$ cat src/rtl/lfsr_gen.sv
// Galois LFSR pseudo-random word source with a valid/ready output stage, seed load and word counter.
// Optional feature: define LFSR_GEN_PERIOD_EN to add ref_seed tracking and the period_done pulse.
module lfsr_gen #(
  parameter int               WIDTH = 32,
  parameter logic [WIDTH-1:0] POLY  = 32'h0040_0007,
  parameter logic [WIDTH-1:0] SEED  = {WIDTH{1'b1}},
  parameter int               OUT_W = WIDTH,
  parameter int               CNT_W = 16
) (
  input  logic             clk,
  input  logic             rstn,
  input  logic             en,
  input  logic             load,
  input  logic [WIDTH-1:0] seed_in,
  output logic [OUT_W-1:0] out_data,
  output logic             out_valid,
  input  logic             out_ready,
  output logic             load_err,
  output logic [CNT_W-1:0] word_cnt,
  output logic             period_done
);

  typedef enum logic {
    ST_EMPTY = 1'b0,
    ST_FULL  = 1'b1
  } state_e;

  state_e           fsm_q, fsm_d;
  logic [WIDTH-1:0] lfsr_q, lfsr_d;
  logic [OUT_W-1:0] data_q, data_d;
  logic [CNT_W-1:0] cnt_q, cnt_d;
  logic             err_q, err_d;

  logic [WIDTH-1:0] lfsr_nxt;
  logic             seed_zero;
  logic [WIDTH-1:0] load_seed;
  logic             accept;
  logic             capture;

  assign lfsr_nxt  = {lfsr_q[WIDTH-2:0], 1'b0} ^ (lfsr_q[WIDTH-1] ? POLY : '0);
  assign seed_zero = (seed_in == '0);
  assign load_seed = seed_zero ? SEED : seed_in;

  // A handshake in a load cycle is swallowed: it neither counts nor triggers a capture.
  assign accept  = !load && (fsm_q == ST_FULL) && out_ready;
  assign capture = !load && en && ((fsm_q == ST_EMPTY) || out_ready);

  always_comb begin
    fsm_d  = fsm_q;
    lfsr_d = lfsr_q;
    data_d = data_q;
    cnt_d  = cnt_q;
    err_d  = 1'b0;
    if (load) begin
      lfsr_d = load_seed;
      fsm_d  = ST_EMPTY;
      cnt_d  = '0;
      err_d  = seed_zero;
    end else begin
      if (accept) begin
        cnt_d = cnt_q + CNT_W'(1);
      end
      unique case (fsm_q)
        ST_EMPTY: begin
          if (capture) begin
            data_d = lfsr_q[OUT_W-1:0];
            lfsr_d = lfsr_nxt;
            fsm_d  = ST_FULL;
          end
        end
        ST_FULL: begin
          if (capture) begin
            data_d = lfsr_q[OUT_W-1:0];
            lfsr_d = lfsr_nxt;
          end else if (accept) begin
            fsm_d = ST_EMPTY;
          end
        end
        default: fsm_d = ST_EMPTY;
      endcase
    end
  end

  always_ff @(posedge clk or negedge rstn) begin
    if (!rstn) begin
      fsm_q  <= ST_EMPTY;
      lfsr_q <= SEED;
      data_q <= '0;
      cnt_q  <= '0;
      err_q  <= 1'b0;
    end else begin
      fsm_q  <= fsm_d;
      lfsr_q <= lfsr_d;
      data_q <= data_d;
      cnt_q  <= cnt_d;
      err_q  <= err_d;
    end
  end

  assign out_data  = data_q;
  assign out_valid = (fsm_q == ST_FULL);
  assign load_err  = err_q;
  assign word_cnt  = cnt_q;

`ifdef LFSR_GEN_PERIOD_EN
  logic [WIDTH-1:0] ref_seed_q, ref_seed_d;
  logic             period_q, period_d;

  // The sequence has wrapped once a step lands back on the seed it started from.
  always_comb begin
    ref_seed_d = ref_seed_q;
    period_d   = 1'b0;
    if (load) begin
      ref_seed_d = load_seed;
    end else if (capture) begin
      period_d = (lfsr_nxt == ref_seed_q);
    end
  end

  always_ff @(posedge clk or negedge rstn) begin
    if (!rstn) begin
      ref_seed_q <= SEED;
      period_q   <= 1'b0;
    end else begin
      ref_seed_q <= ref_seed_d;
      period_q   <= period_d;
    end
  end

  assign period_done = period_q;
`else
  assign period_done = 1'b0;
`endif

endmodule

$ cat config.mk
export PLATFORM = sky130hd
export DESIGN_NAME = lfsr_gen
export DESIGN_NICKNAME = d
export VERILOG_FILES = /design/src/rtl/lfsr_gen.sv
export SDC_FILE = /design/constraint.sdc
export NUM_CORES = 1
export LEC_CHECK = 0
export CORE_ASPECT_RATIO = 1.75
export CORE_MARGIN = 4
export CORE_UTILIZATION = 49
export CTS_CLUSTER_DIAMETER = 80
export DETAILED_ROUTE_END_ITERATION = 8
export GPL_ROUTABILITY_DRIVEN = 0
export PLACE_DENSITY = 0.8
export REMOVE_ABC_BUFFERS = 1
export SETUP_SLACK_MARGIN = 0.4
export SYNTH_ARGS = -nofsm -noshare
export SYNTH_HDL_FRONTEND = slang
export SYNTH_SLANG_ARGS = --single-unit
$ cat constraint.sdc
create_clock -name clk -period 1.89 [get_ports clk]
set_clock_uncertainty 0.1 [all_clocks]
set_input_delay 0.2835 -clock clk [delete_from_list [all_inputs] [get_ports clk]]
set_output_delay 0.2835 -clock clk [all_outputs]
set_load 0.02 [all_outputs]
# Word level (Yosys, flattened, before mapping)
# Index checks and enable logic that the tools add are counted.
[op_classes]
add_sub_neg = 1
mul = 0
div_mod_pow = 0
magnitude_cmp = 0
eq_ne = 0
shift = 0
muxes = 13
bitwise = 3
reduce_logical = 10
[ops]
columns = ["operator", "n"]
rows = [
  ["$mux W32", 4],
  ["$logic_not A32 Y1", 1],
  ["$mux W16", 2],
  ["$xor A32 B23 Y32", 1],
  ["$mux W23", 1],
  ["$add A16 B1 Y16 const B", 1],
  ["$mux W1", 5],
  ["$logic_and A1 B1 Y1", 4],
  ["$reduce_bool A2 Y1", 2],
  ["$not A1 Y1", 2],
  ["$pmux W1 S2", 1],
  ["$reduce_and A2 Y1", 1],
  ["$logic_not A1 Y1", 1],
  ["$logic_or A1 B1 Y1", 1],
]
[totals]
ff_bits = 82
latch_bits = 0
ramBits = 0
rom_bits = 0
inputBits = 37
output_inout_bits = 51
mem_count = 0

# Depth between registers and ports, before layout
[logic_depth]
ltp_word = 7
mapped_depth = 7

# Worst setup path after synthesis
# OpenSTA, ideal clock, no wires.
[synth_timing]
kind = "register to register"
from = "register cnt_q[0] (netlist: word_cnt[0])"
to = "register cnt_q[14] (netlist: word_cnt[14])"
setup_time_ps = 78
t_arrival_ps = 1636
setup_slack_ps = 76
path_stages_with_launch = 7
path_buffers = 1
synth_period_minus_slack_ps = 1814
path_cell_list = "dfrtp_1 -> ha_1 -> and4_1 -> clkbuf_1 -> nand4_1 -> or3_1 -> a21oi_1"
[synth_via]
elab_chain_len = 3
[synth_lines]
columns = ["item", "line", "text"]
rows = [
  ["from (decl)", "31", "logic [CNT_W-1:0] cnt_q, cnt_d;"],
  ["from (signal assigned)", "95", "cnt_q <= cnt_d;"],
  ["$add A16 B1 Y16", "61", "cnt_d = cnt_q + CNT_W'(1);"],
  ["$mux W16", "60", "if (accept) begin"],
  ["$mux W16", "54", "if (load) begin"],
]
# No other way between the ends. The select of a mux whose other input is x is not followed.
# A chain may end at the register's enable or synchronous reset.

# Worst setup path in the final report
[layout_timing]
from = "register fsm_q (netlist: out_valid)"
to = "register data_q[22] (netlist: out_data[22])"
[layout_via]
elab_chain_len = 4
[layout_lines]
columns = ["item", "line", "text"]
rows = [
  ["from (decl)", "28", "state_e fsm_q, fsm_d;"],
  ["from (signal assigned)", "92", "fsm_q <= fsm_d;"],
  ["$not A1 Y1", "n/a", ""],
  ["$logic_or A1 B1 Y1", "46", "assign capture = !load && en && ((fsm_q == ST_EMPTY) || out_ready);"],
  ["$logic_and A1 B1 Y1", "46", ""],
  ["$reduce_and A2 Y1 (no line)", "n/a", ""],
  ["to (signal assigned)", "94", "data_q <= data_d;"],
  ["to (decl)", "30", "logic [OUT_W-1:0] data_q, data_d;"],
]
# No other way between the ends.

==> metrics.md <==
| Metric | Value |
|---|---|
| Synth Area in XOR/XNOR | `3.451%` |
| Number of setup violations in the final report | `0` |
| Worst hold endpoint | `lfsr_q[31]` |
| DR iter-0 viols | `418` |
| Max IR drop VDD | `0.5984 mV` |
| CP max stage cell | `dfrtp_1` |
| First-pass GRT wire length | `19.77 mm` |
| WP data arrival | `1.88 ns` |
| Fin nets | `472` |
| Hold_ws | `0.1409 ns` |
| CP endpoint kind | `flop` |
| Dominant cells by area after synthesis | `dfrtp_1 35%, dfstp_2 24%, mux2_2 10%` |
| RSZ-0062 raised after global routing | `true` |
| TritonCTS Buffers | `9` |
| Fraction of layout cells with a size suffix above 1 | `52.16%` |
| Syn_area_per_cell | `12.34 um2` |
| Synth Register Bits | `82` |
| HPWL after detailed placement | `6.465 mm` |
| Metal2 WL | `7.131 mm` |
| Largest net degree at the start of global routing | `35` |
| R2r endpoint | `out_data[22]` |
| Pwr/cell area | `917.4 mW/mm2` |
| Worst setup path class | `reg -> reg` |
| Fin crit share | `93.35%` |
| Synthesized cell area | `0.003553 mm2` |
| Post-synthesis compound-gate area fraction | `10.53%` |
| P_int | `3.839 mW` |
| Reg2reg setup slack | `0.13 ns` |
| Initial antenna violation count | `0` |
| Register area share after synthesis | `58.87%` |
| Worst Hold Depth | `3` |
| Simple-gate area share of the yosys netlist | `12.96%` |
| Wire per inst | `25.44 um` |
| Ant diodes | `0` |
| Final hold viol count | `0` |
| Yosys top cell by area | `dfrtp_1` |
| Vias per Instance | `6.379` |
| Crit start category | `flop` |
| Max Clk Rate | `0.5668 GHz` |
| Delay-heaviest family, CP | `buffers and inverters` |
| Fin crit period | `1.764 ns` |
| Starting density of the core | `51.08%` |
| Root Buffer | `clkbuf_16` |
| Routed length on met3 | `782 um` |
| Bufs on Longest Clock Path | `2` |
| Hold Crit Start | `seed_in[31]` |
| FF-to-FF Start | `out_valid` |
| Die Wd | `72.38 um` |
| DRC viols | `0` |
| Fin. max-slew vios | `0` |
| Status | `finished clean` |
| WP buf/inv | `3` |
| Combinational family with the most area after synthesis | `simple AND/OR/NAND/NOR gates` |
| Die area | `0.008732 mm2` |
| Pre-Repair DR Iteration Count | `7` |
| Worst-path clk slew | `0.06 ns` |
| Global Route Usage Sum | `30.03%` |
| Leakage | `2.699 nW` |
| Synth Warn # | `0` |
| R2R depth | `6` |
| H-tree depth | `3` |
| Yosys cell types | `30` |
| Vias in the first global route | `3579` |
| Die height | `120.7 um` |
| Max-cap viol count | `0` |
| Worst skew pair latency | `0.34 ns` |
| Mux share of post-synthesis cell area | `10.14%` |
| Core Util, Final | `83.40%` |
| Critical Path Fanout Max | `6` |
| CTS tree | `yes` |
| Clock sinks | `82` |
| Most frequent CP cell | `buf_6` |
| Grt ovf | `0` |
| Clock share of power | `34.8%` |
| Post-Synth Adder-Cell Area | `0.3521%` |
| CP cell instances | `nor2b_4, nor3b_4, buf_6, buf_6, buf_16, mux2_4` |
| Worst EP required | `2.01 ns` |
| IO Pins | `88` |
| Combinational Power Share | `23.0%` |
| Area share of the largest cell type after synthesis | `35.21%` |
| Synth Instances | `288` |
| DR top layer | `met4` |
| Layout area overhead | `63.27%` |
| Reg power frac | `42.1%` |
| Number of buffers added on ports | `86` |
| P_sw | `1.484 mW` |
| Vias after detailed routing | `3336` |
| Row count | `40` |
| Met1 WL | `4.695 mm` |
| Worst Hold Class | `in -> reg` |
| Commonest non-fill, non-tap cell in the layout | `dfrtp_1` |
| Total wire length | `13.31 mm` |
| Core box area | `0.006957 mm2` |
| CP peak stage delay | `0.39 ns` |
| Switching portion of total power | `27.88%` |
| DRT antenna net count | `0` |
| Most frequent cells in the layout | `46 x dfrtp_1, 41 x dlygate4sd2_1, 41 x buf_4` |
## per-layer routing
layer  GRT usage [%]  vias to the layer above
met5               0                        -
met1           33.04                     1715
met4           18.59                        0
met3           4.992                       52
li1                -                     1379
met2           52.34                      190
## timing repair
item / CTS / global route
hold buffers: 1 / 0
hold endpoints to repair: 16 / 0
pin swaps: 20 / 16
gates resized for setup: 238 / 66
setup buffers: 19 / 6
endpoints found under the setup margin: 124 / 90
gates cloned: 8 / 2
## flip-flops by register name (all words and copies together), names as in the netlist
| signal | cells |
|---|---|
| load_err | 1 |
| lfsr_q | 32 |
| out_data | 32 |
| out_valid | 1 |
| word_cnt | 16 |
## metrics by stage
step | power (mW) | instances | TNS [ns] | instance area (um2) | setup slack (ns)
floorplan | 2.684 | 264 | -223.54 | 3426 | -3.589
global placement | 3.267 | 471 | -18.08 | 4708 | -0.4198
detailed placement | 3.299 | 471 | -20.96 | 4708 | -0.4808
CTS | 5.137 | 515 | 0 | 5548 | 0.1797
global route | 5.480 | 523 | 0 | 5802 | 0.08081
finish | 5.323 | 523 | 0 | 5802 | 0.1257
## logic make-up after synthesis
group / count (synthesis)
simple gates: 92
other cells: 1
fa+ha+maj: 1
mux: 32
buf+inv: 24
flops: 82
compound gates: 42
xor+xnor: 14
## power groups by stage
stage | combinational [mW] | sequential (mW) | clock, mW
5_1_grt | 1.28 | 2.26 | 1.93
2_1_floorplan | 0.295 | 2.39 | 0
4_1_cts | 1.10 | 2.21 | 1.83
6_report | 1.23 | 2.24 | 1.85
3_3_place_gp | 1.04 | 2.22 | 0
3_5_place_dp | 1.07 | 2.23 | 0
## synth_stat cells
cell type and count:
or3_1 4, clkbuf_1 12, buf_1 1, dfrtp_1 50, nand4_1 8, clkbuf_2 1, or4_1 1, buf_6 3
nor2_1 15, buf_2 5, and4_1 6, ha_1 1, nand2b_1 2, mux2_2 32, buf_4 2, nor2b_1 1
o21ai_0 3, a222oi_1 32, dfstp_2 32, nand2_1 39, nor4_1 7, and2_1 1, nand3_1 5, xor2_1 14
nor3b_1 1, nor4b_2 1, a31o_2 1, and3_1 1, a21oi_1 6, conb_1 1
## how the worst max path moves through the flow
| stage | cells past startpoint | start | slack [ns] | end |
|---|---|---|---|---|
| 4_1_cts | 6 | out_valid | 0.18 | out_data[6] |
| 3_3_place_gp | 7 | seed_in[7] | -0.42 | lfsr_q[0] |
| 2_1_floorplan | 3 | out_valid | -3.59 | out_data[0] |
| 5_1_grt | 6 | out_valid | 0.08 | out_data[22] |
| 3_5_place_dp | 7 | seed_in[7] | -0.48 | lfsr_q[24] |
| 6_report | 6 | out_valid | 0.13 | out_data[22] |
## cell type report
class                   instances  area, um2
flip-flops and latches         82       2097
multi-input cells             182       1669
repair buffers                159       1613
fillers                       339       1155
clock buffers                  15      287.8
well taps                      84      105.1
clock inverters                 1      30.03
## worst min-delay path, cell delays in order
cell and delay (ns):
buf_6 0.09, a222oi_1 0.10, nand2_1 0.08
Power figures use the tool's default switching activity.
